`config.mk`:
```
export PLATFORM = sky130hd
export DESIGN_NAME = imem_loader
export DESIGN_NICKNAME = d
export VERILOG_FILES = /design/src/rtl/imem_loader_pkg.sv /design/src/rtl/imem_loader_byte_assembler.sv /design/src/rtl/imem_loader.sv
export SDC_FILE = /design/constraint.sdc
export NUM_CORES = 1
export LEC_CHECK = 0
export BUFFER_PORTS_ARGS = -buffer_cell sky130_fd_sc_hd__buf_2
export CORE_ASPECT_RATIO = 0.8
export CORE_MARGIN = 5
export CORE_UTILIZATION = 51
export CTS_CLUSTER_SIZE = 28
export DETAILED_ROUTE_END_ITERATION = 6
export PLACE_DENSITY = 0.76
export REMOVE_ABC_BUFFERS = 1
export SETUP_SLACK_MARGIN = 0.2
export SLEW_MARGIN = 20
export SYNTH_ARGS = -nofsm -noshare
export SYNTH_HDL_FRONTEND = slang
export SYNTH_HIERARCHICAL = 1
export SYNTH_SLANG_ARGS = --single-unit
```
`constraint.sdc`:
```
create_clock -name clk -period 2.3 [get_ports clk]
set_clock_uncertainty 0.15 [all_clocks]
set_input_delay 0.23 -clock clk [delete_from_list [all_inputs] [get_ports clk]]
set_output_delay 0.23 -clock clk [all_outputs]
set_load 0.05 [all_outputs]
```
`src/rtl/imem_loader_pkg.sv`:
```
// imem_loader_pkg: shared state encoding and word geometry for the IMEM boot loader
package imem_loader_pkg;
  localparam int BYTES_PER_WORD = 4;
  localparam int WORD_W = 32;
  typedef enum logic [2:0] {IDLE, COLLECT, WRITE, CHECK, FINISH} state_t;
endpackage

```
`src/rtl/imem_loader_byte_assembler.sv`:
```
// byte_assembler: shifts bytes MSB-first into a 32-bit word and flags the 4th byte
module byte_assembler
  import imem_loader_pkg::*;
(
  input  logic              clk,
  input  logic              reset,
  input  logic              clr,
  input  logic              en,
  input  logic [7:0]        din,
  output logic [WORD_W-1:0] word,
  output logic              word_valid
);
  logic [WORD_W-9:0] sh_q, sh_d;
  logic [1:0]        cnt_q, cnt_d;
  // keep the three earlier bytes; the fourth joins the word combinationally
  always_comb begin
    sh_d  = clr ? '0 : en ? {sh_q[WORD_W-17:0], din} : sh_q;
    cnt_d = clr ? '0 : en ? cnt_q + 2'd1 : cnt_q;
  end
  // shift register and byte counter
  always_ff @(posedge clk or negedge reset)
    if (!reset) begin
      sh_q  <= '0;
      cnt_q <= '0;
    end else begin
      sh_q  <= sh_d;
      cnt_q <= cnt_d;
    end
  assign word       = {sh_q, din};
  assign word_valid = en & (cnt_q == 2'(BYTES_PER_WORD - 1));
endmodule

```
`src/rtl/imem_loader.sv`:
```
// imem_loader: streams bytes into IMEM words and holds the CPU until done (IMEM_LOADER_CHECKSUM_EN adds a sum trailer check)
module imem_loader
  import imem_loader_pkg::*;
#(
  parameter int ADDR_W = 8,
  parameter int LEN_W  = ADDR_W + 1
) (
  input  logic              clk,
  input  logic              reset,
  input  logic              start,
  input  logic [LEN_W-1:0]  length,
  input  logic [7:0]        rx_data,
  input  logic              rx_valid,
  output logic              rx_ready,
  output logic              imem_we,
  output logic [ADDR_W-1:0] imem_waddr,
  output logic [WORD_W-1:0] imem_wdata,
  output logic              cpu_hold,
  output logic              busy,
  output logic              done,
  output logic              err
);
  localparam logic [LEN_W-1:0] MAX_LEN = LEN_W'(1) << ADDR_W;
  state_t              state_q, state_d;
  logic [LEN_W-1:0]    len_q, len_d, cnt_q, cnt_d;
  logic                rdy_q, rdy_d, we_q, we_d, hold_q, hold_d, busy_q, busy_d, done_q, done_d, err_q, err_d;
  logic [ADDR_W-1:0]   waddr_q, waddr_d;
  logic [WORD_W-1:0]   wdata_q, wdata_d, asm_word;
  logic                asm_valid, clr, hs;
`ifdef IMEM_LOADER_CHECKSUM_EN
  logic [WORD_W-1:0]   sum_q, sum_d;
`endif
  assign hs = rx_valid & rdy_q;
  byte_assembler u_asm (
    .clk        (clk),
    .reset      (reset),
    .clr        (clr),
    .en         (hs),
    .din        (rx_data),
    .word       (asm_word),
    .word_valid (asm_valid)
  );
  // next-state and next-output logic; every output is the image of a flop
  always_comb begin
    state_d = state_q;
    len_d   = len_q;
    cnt_d   = cnt_q;
    rdy_d   = rdy_q;
    we_d    = 1'b0;
    waddr_d = waddr_q;
    wdata_d = wdata_q;
    hold_d  = hold_q;
    busy_d  = busy_q;
    done_d  = done_q;
    err_d   = err_q;
    clr     = 1'b0;
`ifdef IMEM_LOADER_CHECKSUM_EN
    sum_d   = sum_q;
`endif
    case (state_q)
      IDLE:
        if (start) begin
          if (length != '0 && length <= MAX_LEN) begin
            state_d = COLLECT;
            len_d   = length;
            cnt_d   = '0;
            rdy_d   = 1'b1;
            hold_d  = 1'b1;
            busy_d  = 1'b1;
            done_d  = 1'b0;
            err_d   = 1'b0;
            clr     = 1'b1;
`ifdef IMEM_LOADER_CHECKSUM_EN
            sum_d   = '0;
`endif
          end else err_d = 1'b1;
        end
      COLLECT:
        if (asm_valid) begin
          state_d = WRITE;
          rdy_d   = 1'b0;
          we_d    = 1'b1;
          waddr_d = cnt_q[ADDR_W-1:0];
          wdata_d = asm_word;
        end
      WRITE: begin
        cnt_d = cnt_q + LEN_W'(1);
        rdy_d = 1'b1;
`ifdef IMEM_LOADER_CHECKSUM_EN
        sum_d = sum_q + wdata_q;
        state_d = (cnt_d == len_q) ? CHECK : COLLECT;
`else
        state_d = (cnt_d == len_q) ? FINISH : COLLECT;
        rdy_d   = cnt_d != len_q;
`endif
      end
`ifdef IMEM_LOADER_CHECKSUM_EN
      CHECK:
        if (asm_valid) begin
          rdy_d   = 1'b0;
          state_d = (asm_word == sum_q) ? FINISH : IDLE;
          err_d   = asm_word != sum_q;
          busy_d  = asm_word == sum_q;
        end
`endif
      FINISH: begin
        state_d = IDLE;
        done_d  = 1'b1;
        busy_d  = 1'b0;
        hold_d  = 1'b0;
      end
      default: state_d = IDLE;
    endcase
  end
  // state and output registers, cleared asynchronously
  always_ff @(posedge clk or negedge reset)
    if (!reset) begin
      state_q <= IDLE;
      len_q   <= '0;
      cnt_q   <= '0;
      rdy_q   <= 1'b0;
      we_q    <= 1'b0;
      waddr_q <= '0;
      wdata_q <= '0;
      hold_q  <= 1'b1;
      busy_q  <= 1'b0;
      done_q  <= 1'b0;
      err_q   <= 1'b0;
`ifdef IMEM_LOADER_CHECKSUM_EN
      sum_q   <= '0;
`endif
    end else begin
      state_q <= state_d;
      len_q   <= len_d;
      cnt_q   <= cnt_d;
      rdy_q   <= rdy_d;
      we_q    <= we_d;
      waddr_q <= waddr_d;
      wdata_q <= wdata_d;
      hold_q  <= hold_d;
      busy_q  <= busy_d;
      done_q  <= done_d;
      err_q   <= err_d;
`ifdef IMEM_LOADER_CHECKSUM_EN
      sum_q   <= sum_d;
`endif
    end
  assign rx_ready   = rdy_q;
  assign imem_we    = we_q;
  assign imem_waddr = waddr_q;
  assign imem_wdata = wdata_q;
  assign cpu_hold   = hold_q;
  assign busy       = busy_q;
  assign done       = done_q;
  assign err        = err_q;
endmodule

```
# [Word-level counts from Yosys, hierarchy flattened]
# Index checks and enable logic that the tools add are counted.
[word_totals] ff_bits=93 in_bits=21 out_inout_bits=46 elab_cells=67
[classes] add_sub_neg=2 order_cmp=1 n_eq_ne=9 mux=26 bitwise=2 n_reduce_logical=14
[ops] operator="24-bit 2-to-1 mux" n=2
[ops] operator="9-bit 2-to-1 mux" n=2
[ops] operator="9-bit case mux with 2 select lines" n=1
[ops] operator="3-bit 2-to-1 mux" n=4
[ops] operator="3-bit AND reduction" n=4
[ops] operator="1-bit 2-to-1 mux" n=11
[ops] operator="9-bit by 1-bit adder with 9-bit output (second input constant)" n=1
[ops] operator="9-bit equality test" n=1
[ops] operator="9-bit less-or-equal comparator (second input constant)" n=1
[ops] operator="9-bit != test" n=1
[ops] operator="3-bit case mux with 3 select lines" n=1
[ops] operator="9-bit nonzero test" n=1
[ops] operator="2-bit != test (second input constant)" n=3
[ops] operator="2-bit nonzero test" n=3
[ops] operator="2-bit 2-to-1 mux" n=2
[ops] operator="1-bit case mux with 2 select lines" n=2
[ops] operator="2-bit AND reduction" n=2
[ops] operator="4-bit AND reduction" n=1
[ops] operator="3-bit by 1-bit equality test with 1-bit output (second input constant)" n=1
[ops] operator="3-bit by 2-bit equality test with 1-bit output (second input constant)" n=1
[ops] operator="3-bit equality test (second input constant)" n=1
[ops] operator="3-bit logical NOT" n=1
[ops] operator="1-bit case mux with 3 select lines" n=1
[ops] operator="3-bit nonzero test" n=1
[ops] operator="other kinds (4)" n=5

# [Logic depth before layout (Yosys ltp)]
# Gate-level depths: netlist of the first run.
[logic_depth] depth_word=6 depth_mapped=10 mapped_depth_nobuf=7

# [Modules after synthesis]
# The synthesis of the first run kept the hierarchy.
[by_module_without_submodules] mod="imem_loader" instances=1 cells_each=236 area_each_um2=2987.9 seq_area_each_um2=1677.9
[by_module_without_submodules] mod="byte_assembler" instances=1 cells_each=94 area_each_um2=1153.6 seq_area_each_um2=650.6

# [Worst setup path before layout of the first run]
# OpenSTA, ideal clock, no wires.
[synth_path] path_type="register to register" startpoint="reg rdy_q, in the netlist rx_ready" endpoint="reg wdata_q[10], in the netlist imem_wdata[10]" setup_ns=0.125 arrival_ns=2.329 required_ns=2.025 slack_ns=-0.303 path_stages_with_launch=9 n_path_buf=4 period_less_slack_ns=2.603 cell_sequence="dfrtp_1 and2_1 buf_6 buf_12 and2_1 and3_1 clkbuf_1 clkbuf_1 mux2_2"
[synth_via] elab_chain_len=3
[synth_rtl] item="start: declaration" line="imem_loader.sv:26" text="logic rdy_q, rdy_d, we_q, we_d, hold_q, hold_d, busy_q, busy_d, done_q, done_d, err_q, err_d;"
[synth_rtl] item="start signal: assignment" line="imem_loader.sv:136" text="rdy_q <= rdy_d;"
[synth_rtl] item="1-bit AND" line="imem_loader.sv:33" text="assign hs = rx_valid & rdy_q;"
[synth_rtl] item="via hs" line="imem_loader.sv:29" text="logic asm_valid, clr, hs;"
[synth_rtl] item="1-bit AND" line="imem_loader_byte_assembler.sv:30" text="assign word_valid = en & (cnt_q == 2'(BYTES_PER_WORD - 1));"
[synth_rtl] item="via asm_valid" line="imem_loader.sv:29"
[synth_rtl] item="2-bit AND reduction (no line)"
[synth_rtl] item="end signal: assignment" line="imem_loader.sv:139" text="wdata_q <= wdata_d;"
[synth_rtl] item="end: declaration" line="imem_loader.sv:28" text="logic [WORD_W-1:0] wdata_q, wdata_d, asm_word;"
# The timed path passes the listed nets, and every way through them passes these cells.
# A chain may end at the register's enable or synchronous reset.

==> summary.txt, run 1 <==
Status - complete, no violations
Critical path class - reg -> reg
Total Power - 2.90 mW
Io pins - 67
Leak - 2.59 nW
Final Instance Area - 4960 um2
Share of cells above drive strength 1 - 37.7%
Post-Synth Simple-Gate Area - 9.34%
CTS HTree Levels - 3
Period utilization - 85.1%
CTS root buf - clkbuf_8
Number of nets still failing antenna checks after routing - 0
# Max-Cap Violations - 0
Fillers - 660
Setup Fix Bufs, Post-CTS - 0
DP Cell Count - 491
Reg-to-Reg Start - cnt_q[1]
Reg clk slew, reported paths - 90 ps
Critical R2R Capture - rx_ready
GRT overflow - 0
Die footprint - 10000 um2
Drt first pass iters - 4
Clock tree buffer depth - 2
Cell Area, Placed - 4560 um2
Iter 0 DRT Violations - 119
Worst Hold Depth - 4
Adder-Cell Fraction of Synth Area - 0.604%
TritonCTS Sinks - 93
Slew Limit Headroom - 61.8%
Final WL - 8260 um
Arrival time at the worst endpoint - 2030 ps
CTS tree - built
Detailed placement HPWL - 5490 um
Pin count of the biggest net entering global routing - 45
Setup ws final - 343 ps
Gr usage total - 16.9%
First-pass GRT wire length - 13800 um
CTS buffer count - 9
Asr flop ratio synth - 100%
Share of the synthesized area in the top cell type - 55.6%
Layout area overhead - 19.7%
Die height - 90.6 um
Area leader, netlist - dfrtp_1
Post-synthesis register bit count - 93
Min-delay worst type - in -> reg
Post-Synth XOR/XNOR Area - 2.54%
Reg2reg setup slack - 340 ps
Mux cell area share after synthesis - 21.2%
Count leader, synth - dfrtp_1
CP Launch Type - flip-flop
DRC - 0
Top cells by area, synth - dfrtp_1 56%, mux2_2 11%, mux2i_1 7.3%, nor2_1 3.6%, mux2_4 2.5%
Via count - 2709
Core area - 7910 um2
Number of synthesized flops with an enable pin - 0
Die W - 111 um
Compound-Gate Fraction of Synth Area - 5.32%
Synth Flop Type - dfrtp_1
GP Congestion - 0.813
Crit-path max FO - 8
Most frequent cells after synthesis - 92 x dfrtp_1, 42 x mux2_2, 40 x nor2_1
Dpl ws - 66.6 ps
Hold Crit Start - start
Transition time of the tightest slew-check pin - 574 ps
RSZ-0062 raised after global routing - no
Fin cells - 524
Final hold violation count - 0
Skew-Pair Late Insertion Delay - 360 ps
Largest family of logic cells by synthesized area - multiplexers
WHS Endpoint - cpu_hold
Crit path time final - 1960 ps
Initial Utilization - 52.4%
Seq/Total Area, Yosys - 56.2%
Syn Area/Cell - 12.5 um2
Final Max Slew Viols - 0
Initial antenna violation count - 0
Via density - 5.17
Kind of end point of the critical path - flip-flop
Synth Instances - 330
Netlist cell types - 44
R2R depth - 8
Final setup violation count - 0
Final hold slack - 233 ps
Critical Path RT - 2380 ps
Mapped Area - 4140 um2
Peak supply drop - 429 uV
Ant diodes - 0
Fmax - 511 MHz
# rows - 29
IO Port Bufs - 66
Fin nets - 435
Drt wl/cell - 15.8 um
Pwr dens - 585 nW/um2
Vias in the first global route - 2784
Yosys warning count - 6
## sequential cells by signal, summed over array words and instances (netlist names)
register and count:
state_q 3, imem_waddr 8, len_q 9, done 1, u_asm/sh_q 24, busy 1
rx_ready 1, u_asm/cnt_q 2, cpu_hold 1, imem_we 1, cnt_q 9, err 1
imem_wdata 32
## what timing repair did
action                                 4_1_cts  5_1_grt
hold buffers                                18        0
endpoints found under the hold margin       64        0
setup endpoints to repair                    0        5
gates resized for setup                      0        6
## per-stage QoR
| step | TNS, ps | util (%) |
|---|---|---|
| after floorplan | -56210 | - |
| after global placement | 0 | 57.7 |
| after CTS | 0 | 62.4 |
| after detailed placement | 0 | 57.7 |
| after global routing | 0 | 62.7 |
| final | 0 | 62.7 |
## final cells by class
class	instances	area [um2]	area share (%)
multi-input cells	208	1630	32.9
well taps	108	135	2.73
clock inverters	6	72.6	1.46
inverters	2	7.51	0.151
flip-flops and latches	93	2330	47.0
repair buffers	98	656	13.2
clock buffers	9	124	2.50
## power by group
| part | switching (mW) | internal [mW] |
|---|---|---|
| combinational | 0.0735 | 0.0683 |
| clock | 0.585 | 0.506 |
| sequential | 0.0154 | 1.65 |
| total | 0.674 | 2.23 |
## routing by layer
layer | track usage (%) | vias up | wire, um
met5 | 0 | - | 0
li1 | - | 1309 | -
met1 | 22.8 | 1347 | 3860
met4 | 5.33 | 0 | 66
met2 | 26.8 | 47 | 4060
met3 | 4.35 | 6 | 279
## how the worst max path moves through the flow
| stage | start | cells past startpoint | endpoint | slack [ps] |
|---|---|---|---|---|
| after global placement | length[5] | 6 | len_q[0] | 100 |
| after floorplan | rx_ready | 4 | imem_waddr[0] | -1350 |
| final | cnt_q[1] | 8 | rx_ready | 340 |
| after detailed placement | length[5] | 8 | u_asm/sh_q[5] | 70 |
| after CTS | cnt_q[0] | 8 | rx_ready | 210 |
| after global routing | cnt_q[1] | 8 | state_q[0] | 220 |
## worst max-delay path, cell delays in order, from the launching register on
cell,delay [ps]
dfrtp_1,360
ha_2,270
nand2_1,130
nor2_2,170
xnor2_1,150
o2111ai_1,160
nor3_2,240
buf_4,150
a21oi_1,60
## layout by cell type (no fill, tap or decap), drive strengths merged, types with 3 or more instances in the layout
cell type    instances
inv                  3
nand2               14
xnor2                7
mux2i               30
nand3                7
o31ai                4
nor2                41
dfrtp               92
clkbuf               9
o21ai               13
xor2                 5
clkinv               3
buf                 80
mux2                49
dlygate4sd3         18
and2                 5
a21oi                8
and3                 5
## logic make-up (layout without fill, tap and decap cells)
family / count (synthesis) / count (layout)
flip-flops: 93 / 93
AND/OR/NAND/NOR: 81 / 81
multiplexers: 79 / 79
AO/OA/AOI/OAI: 34 / 34
buffers and inverters: 29 / 115
XOR/XNOR: 12 / 12
adder cells (fa/ha/maj): 2 / 2
Note: power is estimated with default switching activity, not from simulation.
==> run 2, diff against run 1 <==
CAP_MARGIN = 20   (was not set)
CORE_ASPECT_RATIO = 0.9   (was 0.8)
SLEW_MARGIN = not set   (was 20)
==> run 2 against run 1 <==
  * Non-clock buffer count shrank 1
  * Via count shrank 0.15%
  * Hold slack lost 68 ps
  * Register-to-register slack lost 30 ps
  * Sequential power is essentially flat
  * Total power shrank 0.41%
  * Highest routed layer unchanged
  * Sequential share of layout area grew 0.20 points
  * Maximum frequency shrank 1.4%
  * Sequential cell count is the same
  * Largest cell class unchanged
==> summary.txt, run 2 (synthesis results as in run 1) <==
Status - complete, no violations (unchanged)
Critical Path RT - 2370 ps (was 2380 ps)
Drt first pass iters - 4 (unchanged)
Pin count of the biggest net entering global routing - 57 (was 45)
Dpl ws - 76.1 ps (was 66.6 ps)
Crit-path max FO - 7 (was 8)
Max reg flops - 32 (unchanged)
Via density - 5.25 (was 5.17)
Final WL - 8030 um (was 8260 um)
RSZ-0062 raised after global routing - no (unchanged)
Iter 0 DRT Violations - 126 (was 119)
Peak supply drop - 332 uV (was 429 uV)
Most frequent cells in the layout - 91 x dfrtp_1, 65 x buf_2, 42 x mux2_2, 40 x nor2_1, 30 x mux2i_1 (was 91 x dfrtp_1, 65 x buf_2, 42 x mux2_2, 39 x nor2_1, 30 x mux2i_1)
Core area - 7990 um2 (was 7910 um2)
Io pins - 67 (unchanged)
Kind of end point of the critical path - flip-flop (unchanged)
Ant diodes - 0 (unchanged)
Final hold slack - 165 ps (was 233 ps)
Via count - 2705 (was 2709)
Min-delay worst type - in -> reg (unchanged)
CP Launch Type - flip-flop (unchanged)
CTS root buf - clkbuf_8 (unchanged)
Share of cells above drive strength 1 - 37.5% (was 37.7%)
Gr usage total - 16.5% (was 16.9%)
IO Port Bufs - 66 (unchanged)
Final hold violation count - 0 (unchanged)
Clock tree buffer depth - 2 (unchanged)
Transition time of the tightest slew-check pin - 504 ps (was 574 ps)
# Max-Cap Violations - 0 (unchanged)
# rows - 31 (was 29)
Setup Fix Bufs, Post-CTS - 0 (unchanged)
Detailed placement HPWL - 5320 um (was 5490 um)
Reg clk slew, reported paths - 90 ps (about the same)
CTS buffer count - 9 (unchanged)
Critical path class - reg -> reg (unchanged)
Final setup violation count - 0 (unchanged)
Period utilization - 86.3% (was 85.1%)
Crit path time final - 1980 ps (was 1960 ps)
DRC - 0 (unchanged)
Leak - 2.58 nW (was 2.59 nW)
GP Congestion - 0.840 (was 0.813)
Number of nets still failing antenna checks after routing - 0 (unchanged)
Slew Limit Headroom - 66.4% (was 61.8%)
Layout area overhead - 19.2% (was 19.7%)
Setup ws final - 315 ps (was 343 ps)
CTS tree - built (unchanged)
Die height - 95.5 um (was 90.6 um)
Initial Utilization - 51.8% (was 52.4%)
CTS HTree Levels - 3 (unchanged)
First-pass GRT wire length - 13400 um (was 13800 um)
Arrival time at the worst endpoint - 2050 ps (was 2030 ps)
Final Max Slew Viols - 0 (unchanged)
Skew-Pair Late Insertion Delay - 350 ps (was 360 ps)
TritonCTS Sinks - 93 (unchanged)
Die W - 105 um (was 111 um)
Pwr dens - 585 nW/um2 (about the same)
Initial antenna violation count - 0 (unchanged)
Fmax - 504 MHz (was 511 MHz)
Vias in the first global route - 2773 (was 2784)
Fin nets - 434 (was 435)
Commonest non-fill, non-tap cell in the layout - dfrtp_1 (unchanged)
GRT overflow - 0 (unchanged)
Die footprint - 10000 um2 (about the same)
Drt wl/cell - 15.6 um (was 15.8 um)
==> run 2: where the power goes <==
| part | switching, mW | internal (mW) | total [mW] |
|---|---|---|---|
| clock | 0.571 | 0.512 | 1.08 |
| combinational | 0.0708 | 0.0670 | 0.138 |
| sequential | 0.0150 | 1.65 | 1.67 |
| total | 0.657 | 2.23 | 2.89 |
==> run 2: per-layer routing <==
layer,share of wire [%],track usage [%],up-vias
met5,0,0,-
met1,44,21.1,1339
met4,1.0,4.79,0
met3,5.1,4.40,10
met2,50,27.8,59
li1,-,-,1297
==> run 2: final cells by class <==
cell class                      instances  area [um2]
Fill cell                             635        3060
Sequential cell                        93        2330
Multi-Input combinational cell        208        1630
Timing Repair Buffer                   97         648
Clock buffer                           10         128
Tap cell                               99         124
Clock inverter                          6        71.3
Inverter                                2        7.51
==> run 2: worst max-delay path, stage by stage, from the launching register on <==
cell	delay, ps
dfrtp_1	390
ha_2	240
buf_4	150
nor4_1	290
a31oi_1	70
o32a_1	200
nor3_2	150
buf_4	150
a21oi_1	70
==> run 2: final timing paths <==
path                          startpoint             end  slack (ps)  cells after the start
min in group asynchronous          reset  u_asm/sh_q[10]         220                      2
setup / recovery                cnt_q[0]        rx_ready         320                      8
max in group asynchronous          reset        cpu_hold        1030                      3
hold / removal                     start             err         170                      4
setup reg to reg                cnt_q[0]        rx_ready         320                      8
hold reg to reg            imem_waddr[7]   imem_waddr[7]         350                      1
==> run 2: what timing repair did <==
action / 4_1_cts / 5_1_grt
pin swaps: 0 / 0
setup endpoints to repair: 1 / 2
gates resized for setup: 1 / 3
hold buffers: 18 / 0
endpoints found under the hold margin: 61 / 0
==> run 2: through the flow <==
step,cell area [um2],power (mW),utilization (%),std cells,setup TNS (ps)
5_1_grt,4930,3.01,61.8,515,0
2_1_floorplan,3950,1.74,-,303,-56210
4_1_cts,4930,2.92,61.7,515,0
6_report,4930,2.89,61.8,515,0
3_5_place_dp,4550,1.81,56.9,481,0
3_3_place_gp,4550,1.81,56.9,481,0
